===== src/rtl/mem_arbiter.sv =====
// mem_arbiter: shares one single-ported synchronous memory between a fetch
// (read-only) port and a data (read/write) port. One transaction is in
// flight at a time: IDLE grants, BUS presents the access to memory, and WAIT
// collects read data one cycle after the memory sampled the address.
// Memory-side outputs, read-data holding registers and done pulses are all
// registered.
module mem_arbiter #(
   parameter int PRIORITY = 0   // 0 = round-robin on ties, 1 = data port wins ties
) (
   input  logic       clk,
   input  logic       rst,
   // fetch port
   input  logic       f_req,
   input  logic [7:0] f_addr,
   output logic [7:0] f_rdata,
   output logic       f_done,
   // data port
   input  logic       d_req,
   input  logic       d_we,
   input  logic [7:0] d_addr,
   input  logic [7:0] d_wdata,
   output logic [7:0] d_rdata,
   output logic       d_done,
   // memory side
   output logic [7:0] addr,
   output logic [7:0] data_out,
   output logic       we,
   input  logic [7:0] data_in,
   // status
   output logic       busy
);

   typedef enum logic [1:0] {
      IDLE = 2'd0,
      BUS  = 2'd1,
      WAIT = 2'd2
   } state_t;

   state_t     state;
   state_t     state_nxt;

   // owner_data: 1 when the in-flight transaction belongs to the data port
   logic       owner_data;
   logic       owner_data_nxt;
   // last_data: 1 when the most recent grant went to the data port
   logic       last_data;
   logic       last_data_nxt;

   logic [7:0] addr_nxt;
   logic [7:0] data_out_nxt;
   logic       we_nxt;
   logic       f_done_nxt;
   logic       d_done_nxt;
   logic [7:0] f_rdata_nxt;
   logic [7:0] d_rdata_nxt;

   logic       f_elig;
   logic       d_elig;
   logic       grant_data;

   // A port whose done pulse is showing this cycle is not allowed to be
   // granted again on the same edge; the other port may still win it.
   assign f_elig = f_req & ~f_done;
   assign d_elig = d_req & ~d_done;

   assign busy = (state != IDLE);

   // Winner selection among the eligible requesters (only consulted in IDLE).
   always_comb begin
      grant_data = 1'b0;
      if (d_elig && f_elig) begin
         if (PRIORITY != 0) begin
            grant_data = 1'b1;
         end else begin
            grant_data = ~last_data;
         end
      end else if (d_elig) begin
         grant_data = 1'b1;
      end
   end

   // Next-state and next-output logic; everything holds unless a state acts on it.
   always_comb begin
      state_nxt      = state;
      owner_data_nxt = owner_data;
      last_data_nxt  = last_data;
      addr_nxt       = addr;
      data_out_nxt   = data_out;
      we_nxt         = we;
      f_done_nxt     = 1'b0;
      d_done_nxt     = 1'b0;
      f_rdata_nxt    = f_rdata;
      d_rdata_nxt    = d_rdata;

      case (state)
         IDLE: begin
            if (f_elig || d_elig) begin
               owner_data_nxt = grant_data;
               last_data_nxt  = grant_data;
               addr_nxt       = grant_data ? d_addr : f_addr;
               we_nxt         = grant_data & d_we;
               data_out_nxt   = d_wdata;
               state_nxt      = BUS;
            end
         end

         BUS: begin
            // Memory samples addr/we on this edge; a write is finished here,
            // a read still needs one more cycle for data_in to arrive.
            we_nxt = 1'b0;
            if (we) begin
               d_done_nxt = 1'b1;
               state_nxt  = IDLE;
            end else begin
               state_nxt  = WAIT;
            end
         end

         WAIT: begin
            if (owner_data) begin
               d_rdata_nxt = data_in;
               d_done_nxt  = 1'b1;
            end else begin
               f_rdata_nxt = data_in;
               f_done_nxt  = 1'b1;
            end
            state_nxt = IDLE;
         end

         default: begin
            state_nxt = IDLE;
            we_nxt    = 1'b0;
         end
      endcase
   end

   // State and registered outputs; reset aborts any in-flight transaction
   // and leaves the fetch port favoured for the first tie.
   always_ff @(posedge clk) begin
      if (rst) begin
         state      <= IDLE;
         owner_data <= 1'b0;
         last_data  <= 1'b1;
         addr       <= 8'h00;
         data_out   <= 8'h00;
         we         <= 1'b0;
         f_done     <= 1'b0;
         d_done     <= 1'b0;
         f_rdata    <= 8'h00;
         d_rdata    <= 8'h00;
      end else begin
         state      <= state_nxt;
         owner_data <= owner_data_nxt;
         last_data  <= last_data_nxt;
         addr       <= addr_nxt;
         data_out   <= data_out_nxt;
         we         <= we_nxt;
         f_done     <= f_done_nxt;
         d_done     <= d_done_nxt;
         f_rdata    <= f_rdata_nxt;
         d_rdata    <= d_rdata_nxt;
      end
   end

endmodule


===== config.mk =====
export PLATFORM = sky130hd
export DESIGN_NAME = mem_arbiter
export DESIGN_NICKNAME = d
export VERILOG_FILES = /design/src/rtl/mem_arbiter.sv
export SDC_FILE = /design/constraint.sdc
export NUM_CORES = 1
export LEC_CHECK = 0
export BUFFER_PORTS_ARGS = -buffer_cell sky130_fd_sc_hd__buf_2
export CAP_MARGIN = 20
export CORE_AREA = 5 5 64 77
export CTS_BUF_LIST = sky130_fd_sc_hd__clkbuf_16
export CTS_CLUSTER_SIZE = 28
export DETAILED_ROUTE_END_ITERATION = 10
export DIE_AREA = 0 0 69 82
export GPL_TIMING_DRIVEN = 1
export MAX_ROUTING_LAYER = met4
export PLACE_DENSITY = 0.68
export SYNTH_ARGS = -nofsm -noshare
export SYNTH_HDL_FRONTEND = slang
export SYNTH_SLANG_ARGS = --single-unit

===== constraint.sdc =====
create_clock -name clk -period 1.75 [get_ports clk]
set_clock_uncertainty 0.1 [all_clocks]
set_input_delay 0.2625 -clock clk [delete_from_list [all_inputs] [get_ports clk]]
set_output_delay 0.2625 -clock clk [all_outputs]
set_load 0.1 [all_outputs]

After elaboration in Yosys (flattened, before gate mapping)
Cells that the tools add are included.
{"block": "word_totals", "wordCells": 42, "reg_bits": 39}
{"block": "classes", "n_eq_ne": 3, "n_reduce_logical": 9, "muxes": 12, "bitwise": 8}
{"op": "2-to-1 mux 8 bit", "count": 1}
{"op": "AND reduction 2 bit", "count": 4}
{"op": "2-to-1 mux 1 bit", "count": 6}
{"op": "inverter 1 bit", "count": 5}
{"op": "2-to-1 mux 2 bit", "count": 2}
{"op": "case mux 1 bit (2 select lines)", "count": 2}
{"op": "case mux 2 bit (2 select lines)", "count": 1}
{"op": "bitwise AND 1 bit", "count": 3}
{"op": "== test 2 x 1 -> 1 bit, second input constant", "count": 1}
{"op": "== test 2 bit, second input constant", "count": 1}
{"op": "logical NOT 2 bit", "count": 1}
{"op": "inequality test 2 bit, second input constant", "count": 1}
{"op": "nonzero test 2 bit", "count": 1}
{"op": "OR reduction 2 bit", "count": 1}
{"op": "logical AND 1 bit", "count": 1}
{"op": "logical OR 1 bit", "count": 1}

Depth between registers and ports, before layout
Gate-level depths: netlist of run 1.
{"block": "logic_depth", "ltp_word": 7, "depth_mapped": 7, "ltp_nobuf": 6}

Worst setup path before layout of run 1
OpenSTA, ideal clock, no wires.
{"block": "synth_timing", "path_kind": "reg-to-reg", "startpoint": "register state[0]", "endpoint": "register last_data", "slack_ns": -0.292, "t_arrival_ns": 1.820, "stages_incl_launch_ff": 7, "path_buffers": 1, "path_cell_list": "dfxtp_1 inv_1 ha_1 inv_1 a21o_1 buf_6 a221o_1"}
{"block": "synth_between", "elab_chain_len": 2}
{"element": "from (decl)", "line": "39", "source": "state_t state;"}
{"element": "from (signal assigned)", "line": "152", "source": "state <= state_nxt;"}
{"element": "logical NOT 2 bit", "line": "95", "source": "case (state)"}
{"element": "AND reduction 2 bit (no source line)"}
{"element": "to (signal assigned)", "line": "154", "source": "last_data <= last_data_nxt;"}
{"element": "to (decl)", "line": "46", "source": "logic last_data;"}
No other way between the ends.
A chain may end at the register's enable or synchronous reset.

Worst setup path in the final report of run 1
{"block": "layout_timing", "startpoint": "register state[1]", "endpoint": "register last_data"}
Same word-level chain as after synthesis.

==> flow_summary_export.csv, run 1 <==
group,metric,value,unit
final_layout,drive_above_1_share,39.44,%
flow_run,cap_violations,0,
cts,ctsHoldBuffers,0,
sta,drv_slew,0,
grt,grt_pass1_vias,1400,
sta,finalCriticalPeriod,1603,ps
drt,vias,1465,
sta,hold_viol,0,
place,portBuffers,72,
drt,m1WireLength,1.702,mm
logic_synthesis,yosysSeqAreaShare,49.76,%
cts,h-tree-depth,2,
logic_synthesis,syn-num-nets,219,
sta,holdWs,123.9,ps
final_layout,nets,290,
cts,post_cts.repair.setup_buffers,0,
floorplan,fp.dieH,82,um
logic_synthesis,synth-simple-area-share,21.69,%
grt,grt_pass1_wl,6.216,mm
logic_synthesis,synthesis.area,0.001569,mm2
cts,clock_latency,280,ps
power_and_ir_drop,leakage,0.9907,nW
final_layout,num_antenna_cells,0,
cts,clkSinkCount,39,
logic_synthesis,ys_ff_latch,39,
place,dp_cells,299,
power_and_ir_drop,p_total,0.002846,W
sta,fmax,623.9,MHz
critical_path,cp-end-kind,"flop",
floorplan,ios,73,
critical_path,crit_fanout,10,
final_layout,final_cells,307,
outcome,status,"completed",
sta,final.setup.tns,0,ps
place,place_congestion,0.7374,
grt,grt_usage,14.12,%
drt,dr_wl_met2,1.743,mm
place,dp_hpwl,2.863,mm
drt,routed_wl,3.816,mm
critical_path,path_class,"reg2reg",
grt,grt_max_degree,26,
logic_synthesis,yosys_warnings,0,
critical_path,start_kind,"flop",
logic_synthesis,synthCells,179,
logic_synthesis,synthDistinctLibCells,28,
sta,rsz0062_at_grt,"no",
drt,ant_nets,0,
sta,min_period_over_period,91.59,%
cts,cts_tree,"done",
sta,worst_pin_slew,495.9,ps
critical_path,arrival,1670,ps
floorplan,die_area,0.005658,mm2
grt,grt-ovfl-total,0,
cts,cts_buffer_depth,2,
worst_hold_path,min_path_type,"in2reg",
critical_path,crit_required,1820,ps
power_and_ir_drop,peakVddDrop,0.0009279,V
logic_synthesis,synth_fa_ha_area_share,2.392,%
drt,dr.pass1.iters,4,
logic_synthesis,synth_top_family_by_area,"simple AND/OR/NAND/NOR gates",
sta,slew_headroom,66.94,%
cts,path_clk_slew,60,ps
cts,cts_resized,0,
cts,cts_buffers,5,
logic_synthesis,syn_area_per_cell,8.765,um2
logic_synthesis,synth-compound-area-share,15.95,%
logic_synthesis,synthMuxAreaShare,5.104,%
grt,grt_antenna_before_repair,0,
floorplan,rows,26,
final_layout,layout_common_cells,"buf_2, nand2_1, dfxtp_1",
cts,cts-root-buf,"clkbuf_16",
critical_path,max_stage_delay,340,ps
floorplan,start_util,37.68,%
drt,routed_via_density,4.772,
critical_path,path_cells,"inv_2 > ha_4 > clkinvlp_4 > a21o_1 > a221o_1",
critical_path,crit_path_top_delay_cell,"a221o_1",
drt,drt_iter0_drc,50,
drt,drcViolationCount,0,
final_layout,area_growth,40.03,%
drt,routed-wl-met3,315,um
floorplan,dieWidth,69,um
final_layout,fillers,451,
sta,setup_viol,0,
floorplan,core_area,0.004164,mm2
drt,maxUsedRoutingLayer,"met4",
power_and_ir_drop,powerDensity,1295,mW/mm2
final_layout,final_common_cell,"buf_2",
logic_synthesis,synthXorXnorAreaFrac,0,%
drt,wl_per_cell,12.43,um
critical path: cells and delay by family (launching register included):
kind	cells	cell delay [ps]
adder cells (fa/ha/maj)	1	190
AO/OA/AOI/OAI	2	640
flip-flops	1	330
buffers and inverters	2	250
cells by family (layout without fill, tap and decap cells):
family | count (synthesis) | after routing
fa+ha+maj | 3 | 3
mux | 8 | 8
flops | 39 | 39
buf+inv | 15 | 87
simple gates | 73 | 73
compound gates | 41 | 41
state kept, by name, summed over array words and instances (netlist names):
register / flops
f_rdata: 8
state: 2
we: 1
owner_data: 1
d_done: 1
last_data: 1
f_done: 1
addr: 8
data_out: 8
d_rdata: 8
layout make-up:
| class | instances | area [um2] | area share (%) |
|---|---|---|---|
| tap | 56 | 70.07 | 3.189 |
| sequential | 39 | 784.5 | 35.71 |
| inverter | 3 | 15.01 | 0.6834 |
| clock buffer | 5 | 125.1 | 5.695 |
| timing repair buffer | 76 | 417.9 | 19.02 |
| clock inverter | 3 | 43.79 | 1.993 |
| multi-input combinational | 125 | 740.7 | 33.71 |
cells in the mapped netlist (all sizes together):
cell type	number	area share, %
a211oi	8	3.8
a21o	1	0.48
a21oi	28	9.6
a221o	1	0.64
a22oi	1	0.48
a311oi	1	0.56
and3	1	0.48
and3b	1	0.56
buf	6	3.0
clkbuf	6	1.4
dfxtp	39	50
ha	3	2.4
inv	3	0.72
mux2i	8	5.1
nand2	43	10
nand2b	4	2.1
nand3	9	2.9
nand3b	1	0.48
nand4	1	0.40
nor2	11	3.7
nor2b	1	0.40
o21ai	1	0.32
or4	1	0.48
per-stage QoR:
stage | instance area [um2] | setup slack [ps] | util [%]
floorplan | 1615 | -214.2 | -
global placement | 2028 | 205.5 | 48.71
detailed placement | 2028 | 150.2 | 48.71
CTS | 2197 | 142.3 | 52.76
global route | 2197 | 76.53 | 52.76
finish | 2197 | 147.2 | 52.76
power by group:
group / switching (W) / internal (W)
Sequential: 0.0000383 / 0.000956
Combinational: 0.000639 / 0.000196
Clock: 0.000346 / 0.000671
Total: 0.00102 / 0.00182
layer usage:
layer	vias up	track usage [%]
met1	653	16.10
li1	750	-
met4	0	5.273
met3	5	5.753
met5	-	-
met2	57	22.42
path summary, 6_finish.rpt:
kind                            startpoint     endpoint  slack [ps]  cells past startpoint
worst max register to register    state[1]    last_data         150                      5
worst min register to register  f_rdata[5]   f_rdata[5]         350                      2
worst min-delay path            d_wdata[3]  data_out[3]         120                      3
worst max-delay path              state[1]    last_data         150                      5
(Power assumes the default switching activity.)
==> run 2: changes to the inputs <==
--- a/config.mk
+++ b/config.mk
@@ -14,7 +14,7 @@
 export DIE_AREA = 0 0 69 82
 export GPL_TIMING_DRIVEN = 1
 export MAX_ROUTING_LAYER = met4
-export PLACE_DENSITY = 0.68
+export PLACE_DENSITY_LB_ADDON = 0.2
 export SYNTH_ARGS = -nofsm -noshare
 export SYNTH_HDL_FRONTEND = slang
 export SYNTH_SLANG_ARGS = --single-unit
==> flow_summary_export.csv, run 2 (synthesized netlist as in run 1, its figures left out) <==
group,metric,value,unit
final_layout,final_common_cell,"buf_2",
sta,finalCriticalPeriod,1604,ps
final_layout,finalInstanceArea,0.002177,mm2
sta,hold_viol,0,
final_layout,area_growth,38.76,%
place,place_congestion,0.7809,
final_layout,final_util,52.28,%
cts,cts_buffer_depth,2,
final_layout,final_cells,308,
place,portBuffers,72,
drt,vias,1464,
critical_path,path_cells,"inv_2 > ha_4 > clkinvlp_4 > buf_12",
drt,routed_wl,3.874,mm
critical_path,start_kind,"flop",
power_and_ir_drop,p_total,0.002666,W
floorplan,core_area,0.004164,mm2
sta,worst_slack,146.5,ps
grt,grt_max_degree,33,
critical_path,cp_num_buf_inv,3,
critical_path,cp_top_family,"buffers and inverters",
floorplan,ios,73,
final_layout,nets,292,
outcome,status,"completed",
final_layout,drive_above_1_share,39.29,%
cts,cts-root-buf,"clkbuf_16",
sta,min_period_over_period,91.63,%
grt,grt_antenna_before_repair,0,
cts,cts_tree,"done",
drt,ant_nets,0,
sta,fmax,623.6,MHz
grt,grt_usage,14.21,%
critical_path,arrival,1240,ps
sta,worst_pin_slew,578.7,ps
critical_path,path_class,"reg2out",
drt,drcViolationCount,0,
power_and_ir_drop,peakVddDrop,0.0006309,V
critical_path,crit_path_top_delay_cell,"dfxtp_1",
sta,setup_viol,0,
drt,wl_per_cell,12.58,um
cts,post_cts.repair.setup_buffers,0,
sta,drv_slew,0,
cts,clkSinkCount,39,
drt,routed_via_density,4.753,
grt,grt-ovfl-total,0,
final_layout,layout_common_cells,"buf_2, nand2_1, dfxtp_1",
final_layout,fillers,459,
flow_run,cap_violations,0,
critical_path,cp-end-kind,"output port",
critical_path,crit_fanout,7,
place,dp_slack,219.8,ps
drt,drt_iter0_drc,77,
cts,h-tree-depth,2,
cts,ctsHoldBuffers,0,
worst_hold_path,min_path_type,"in2reg",
power_and_ir_drop,leakage,0.9836,nW
sta,slew_headroom,61.42,%
floorplan,dieWidth,69,um
drt,dr.pass1.iters,4,
sta,rsz0062_at_grt,"no",
floorplan,start_util,37.68,%
critical_path,crit_required,1390,ps
place,place_area,0.002043,mm2
cts,clock_latency,270,ps
final_layout,num_antenna_cells,0,
place,dp_hpwl,2.906,mm
cts,cts_resized,0,
floorplan,rows,26,
power_and_ir_drop,powerDensity,1225,mW/mm2
grt,grt_pass1_wl,6.237,mm
floorplan,fp.dieH,82,um
cts,path_clk_slew,50,ps
floorplan,die_area,0.005658,mm2
critical_path,max_stage_delay,320,ps
place,dp_cells,301,
grt,grt_pass1_vias,1356,
cts,cts_buffers,5,
[run 2: cell types whose count changed in the layout (fill, tap and decap cells not counted), sizes merged]
cell / delta
bufinv: -1
buf: +2
[run 2: layout make-up]
cell class | count | area, um2 | share of cell area [%]
sequential | 39 | 784.5 | 36.03
clock inverter | 2 | 8.758 | 0.4023
timing repair buffer | 78 | 432.9 | 19.89
multi-input combinational | 125 | 740.7 | 34.02
inverter | 3 | 15.01 | 0.6897
tap | 56 | 70.07 | 3.218
clock buffer | 5 | 125.1 | 5.747
[run 2: path summary, 6_finish.rpt]
kind                            slack, ps           to  cells past startpoint        from
worst max-delay path                  150         busy                      4    state[0]
worst min-delay path                  130  data_out[6]                      3  d_wdata[6]
worst max register to register        210   f_rdata[6]                      6    state[0]
worst min register to register        350   d_rdata[1]                      2  d_rdata[1]
[run 2: routing by layer]
layer / track usage [%] / share of wire [%] / up-vias
li1: - / - / 751
met1: 15.09 / 41 / 647
met2: 24.43 / 50 / 61
met3: 5.263 / 7.8 / 5
met4: 5.273 / 1.1 / 0
met5: - / 0 / -
[run 2: through the flow]
stage / hold WS [ps] / TNS, ps
floorplan: 298.5 / -2039
global placement: 341.0 / 0
detailed placement: 345.8 / 0
CTS: 120.8 / 0
global route: 123.1 / 0
finish: 125.5 / 0
[run 2: power breakdown]
part | total, W | switching (W) | leakage (nW) | internal (W)
Clock | 0.000825 | 0.000314 | 0.0671 | 0.000511
Sequential | 0.000992 | 0.0000353 | 0.321 | 0.000956
Combinational | 0.000849 | 0.000644 | 0.596 | 0.000205
Total | 0.00267 | 0.000993 | 0.984 | 0.00167
[run 2: tightest hold or removal path, cell delays in order]
cell and delay, ps:
buf_2 100, nand2_1 40, a21oi_1 50
==> run 3: changes to the inputs <==
--- a/config.mk
+++ b/config.mk
@@ -7,14 +7,15 @@
 export LEC_CHECK = 0
 export BUFFER_PORTS_ARGS = -buffer_cell sky130_fd_sc_hd__buf_2
 export CAP_MARGIN = 20
-export CORE_AREA = 5 5 64 77
+export CORE_AREA = 5 5 60 73
 export CTS_BUF_LIST = sky130_fd_sc_hd__clkbuf_16
 export CTS_CLUSTER_SIZE = 28
 export DETAILED_ROUTE_END_ITERATION = 10
-export DIE_AREA = 0 0 69 82
+export DIE_AREA = 0 0 65 78
 export GPL_TIMING_DRIVEN = 1
 export MAX_ROUTING_LAYER = met4
 export PLACE_DENSITY_LB_ADDON = 0.2
+export SETUP_SLACK_MARGIN = 0.15
 export SYNTH_ARGS = -nofsm -noshare
 export SYNTH_HDL_FRONTEND = slang
 export SYNTH_SLANG_ARGS = --single-unit
==> flow_summary_export.csv, run 3 (synthesized netlist as in run 1, its figures left out) <==
group,metric,value,unit
power_and_ir_drop,p_total,0.002866,W
sta,finalCriticalPeriod,1566,ps
sta,hold_viol,0,
cts,cts_tree,"done",
power_and_ir_drop,p_int,0.001862,W
place,place_congestion,0.7602,
floorplan,core_area,0.003573,mm2
drt,dr.pass1.iters,4,
floorplan,rows,24,
final_layout,nets,294,
place,dp_hpwl,2.880,mm
floorplan,ios,73,
floorplan,die_area,0.005070,mm2
sta,rsz0062_at_grt,"yes",
critical_path,crit_required,1390,ps
sta,drv_slew,0,
cts,clkSinkCount,39,
cts,clock_latency,270,ps
power_and_ir_drop,peakVddDrop,0.0007345,V
sta,worst_slack,183.9,ps
cts,ctsHoldBuffers,0,
final_layout,num_antenna_cells,0,
place,dp_slack,241.6,ps
drt,routed_via_density,4.884,
drt,drcViolationCount,0,
final_layout,multi_input_area,745.7,um2
cts,path_clk_slew,60,ps
floorplan,fp.dieH,78,um
outcome,status,"completed",
sta,final.setup.tns,0,ps
grt,grt_pass1_wl,6.037,mm
cts,cts-root-buf,"clkbuf_16",
power_and_ir_drop,leakage,1.019,nW
critical_path,path_class,"reg2out",
power_and_ir_drop,swShare,35.03,%
drt,wl_per_cell,12.69,um
cts,cts_buffers,5,
flow_run,cap_violations,0,
sta,slew_headroom,67.04,%
final_layout,final_common_cell,"buf_2",
power_and_ir_drop,clock_power_share,35.7,%
floorplan,dieWidth,65,um
sta,worst_pin_slew,497.9,ps
final_layout,fillers,353,
critical_path,crit_fanout,5,
final_layout,drive_above_1_share,41.18,%
sta,holdWs,121.3,ps
sta,setup_viol,0,
grt,grt-ovfl-total,0,
floorplan,start_util,43.91,%
final_layout,area_growth,41.95,%
drt,ant_nets,0,
final_layout,layout_common_cells,"buf_2, nand2_1, dfxtp_1",
worst_hold_path,min_path_type,"in2reg",
power_and_ir_drop,p_comb_share,29.9,%
critical_path,arrival,1200,ps
grt,grt_antenna_before_repair,0,
sta,fmax,638.5,MHz
drt,vias,1436,
critical_path,start_kind,"flop",
cts,cts_buffer_depth,2,
final_layout,seqCellArea,790.8,um2
grt,grt_usage,15.50,%
sta,min_period_over_period,89.49,%
power_and_ir_drop,p_sw,0.001004,W
grt,grt_pass1_vias,1357,
power_and_ir_drop,powerDensity,1287,mW/mm2
power_and_ir_drop,seqPwrFrac,34.5,%
final_layout,final_util,62.32,%
drt,drt_iter0_drc,73,
place,portBuffers,72,
drt,routed_wl,3.730,mm
critical_path,cp-end-kind,"output port",
grt,grt_max_degree,25,
cts,h-tree-depth,2,
-- run 3: cell types whose count changed in the layout (fill, tap and decap cells not counted), sizes merged --
cell / delta
buf: +2
clkbuf: +2
clkinv: -2
inv: +1
-- run 3: critical path: stages, from the launching register on --
cell and delay (ps):
dfxtp_2 320, inv_2 80, ha_4 180, clkinvlp_4 150, buf_12 200
-- run 3: power by group through the flow --
stage	Combinational [W]	Sequential [W]	Clock [W]
2_1_floorplan	0.000284	0.00141	0
3_3_place_gp	0.000842	0.00101	0
3_5_place_dp	0.000846	0.00101	0
4_1_cts	0.000846	0.000989	0.00105
5_1_grt	0.000905	0.000997	0.00109
6_report	0.000856	0.000988	0.00102
-- run 3: metal layers --
layer	vias to the layer above	global-route usage [%]	wire length, um
met4	0	5.708	43
met1	614	17.45	1552
met5	-	-	0
li1	756	-	-
met3	7	4.769	324
met2	59	25.59	1810
-- run 3: worst paths after layout --
path / slack (ps) / from / to / cells past startpoint
worst min register to register: 350 / data_out[6] / data_out[6] / 2
worst min-delay path: 120 / d_wdata[2] / data_out[2] / 3
worst max register to register: 270 / state[0] / addr[3] / 7
worst max-delay path: 180 / state[0] / busy / 4
-- run 3: layout make-up --
cell class,instances,share of cell area [%]
sequential,39,35.51
inverter,3,0.6742
multi-input combinational,125,33.48
clock buffer,7,7.865
tap,39,2.191
timing repair buffer,80,20.11
clock inverter,1,0.1685
-- run 3: timing repair --
action	4_1_cts	5_1_grt
resized for setup	0	3
endpoints found under the setup margin	0	10
setup buffers	0	3
-- run 3: metrics by stage --
step / std cells / area, um2
floorplan: 179 / 1620
global placement: 283 / 2019
detailed placement: 283 / 2019
CTS: 291 / 2198
global route: 294 / 2227
finish: 294 / 2227
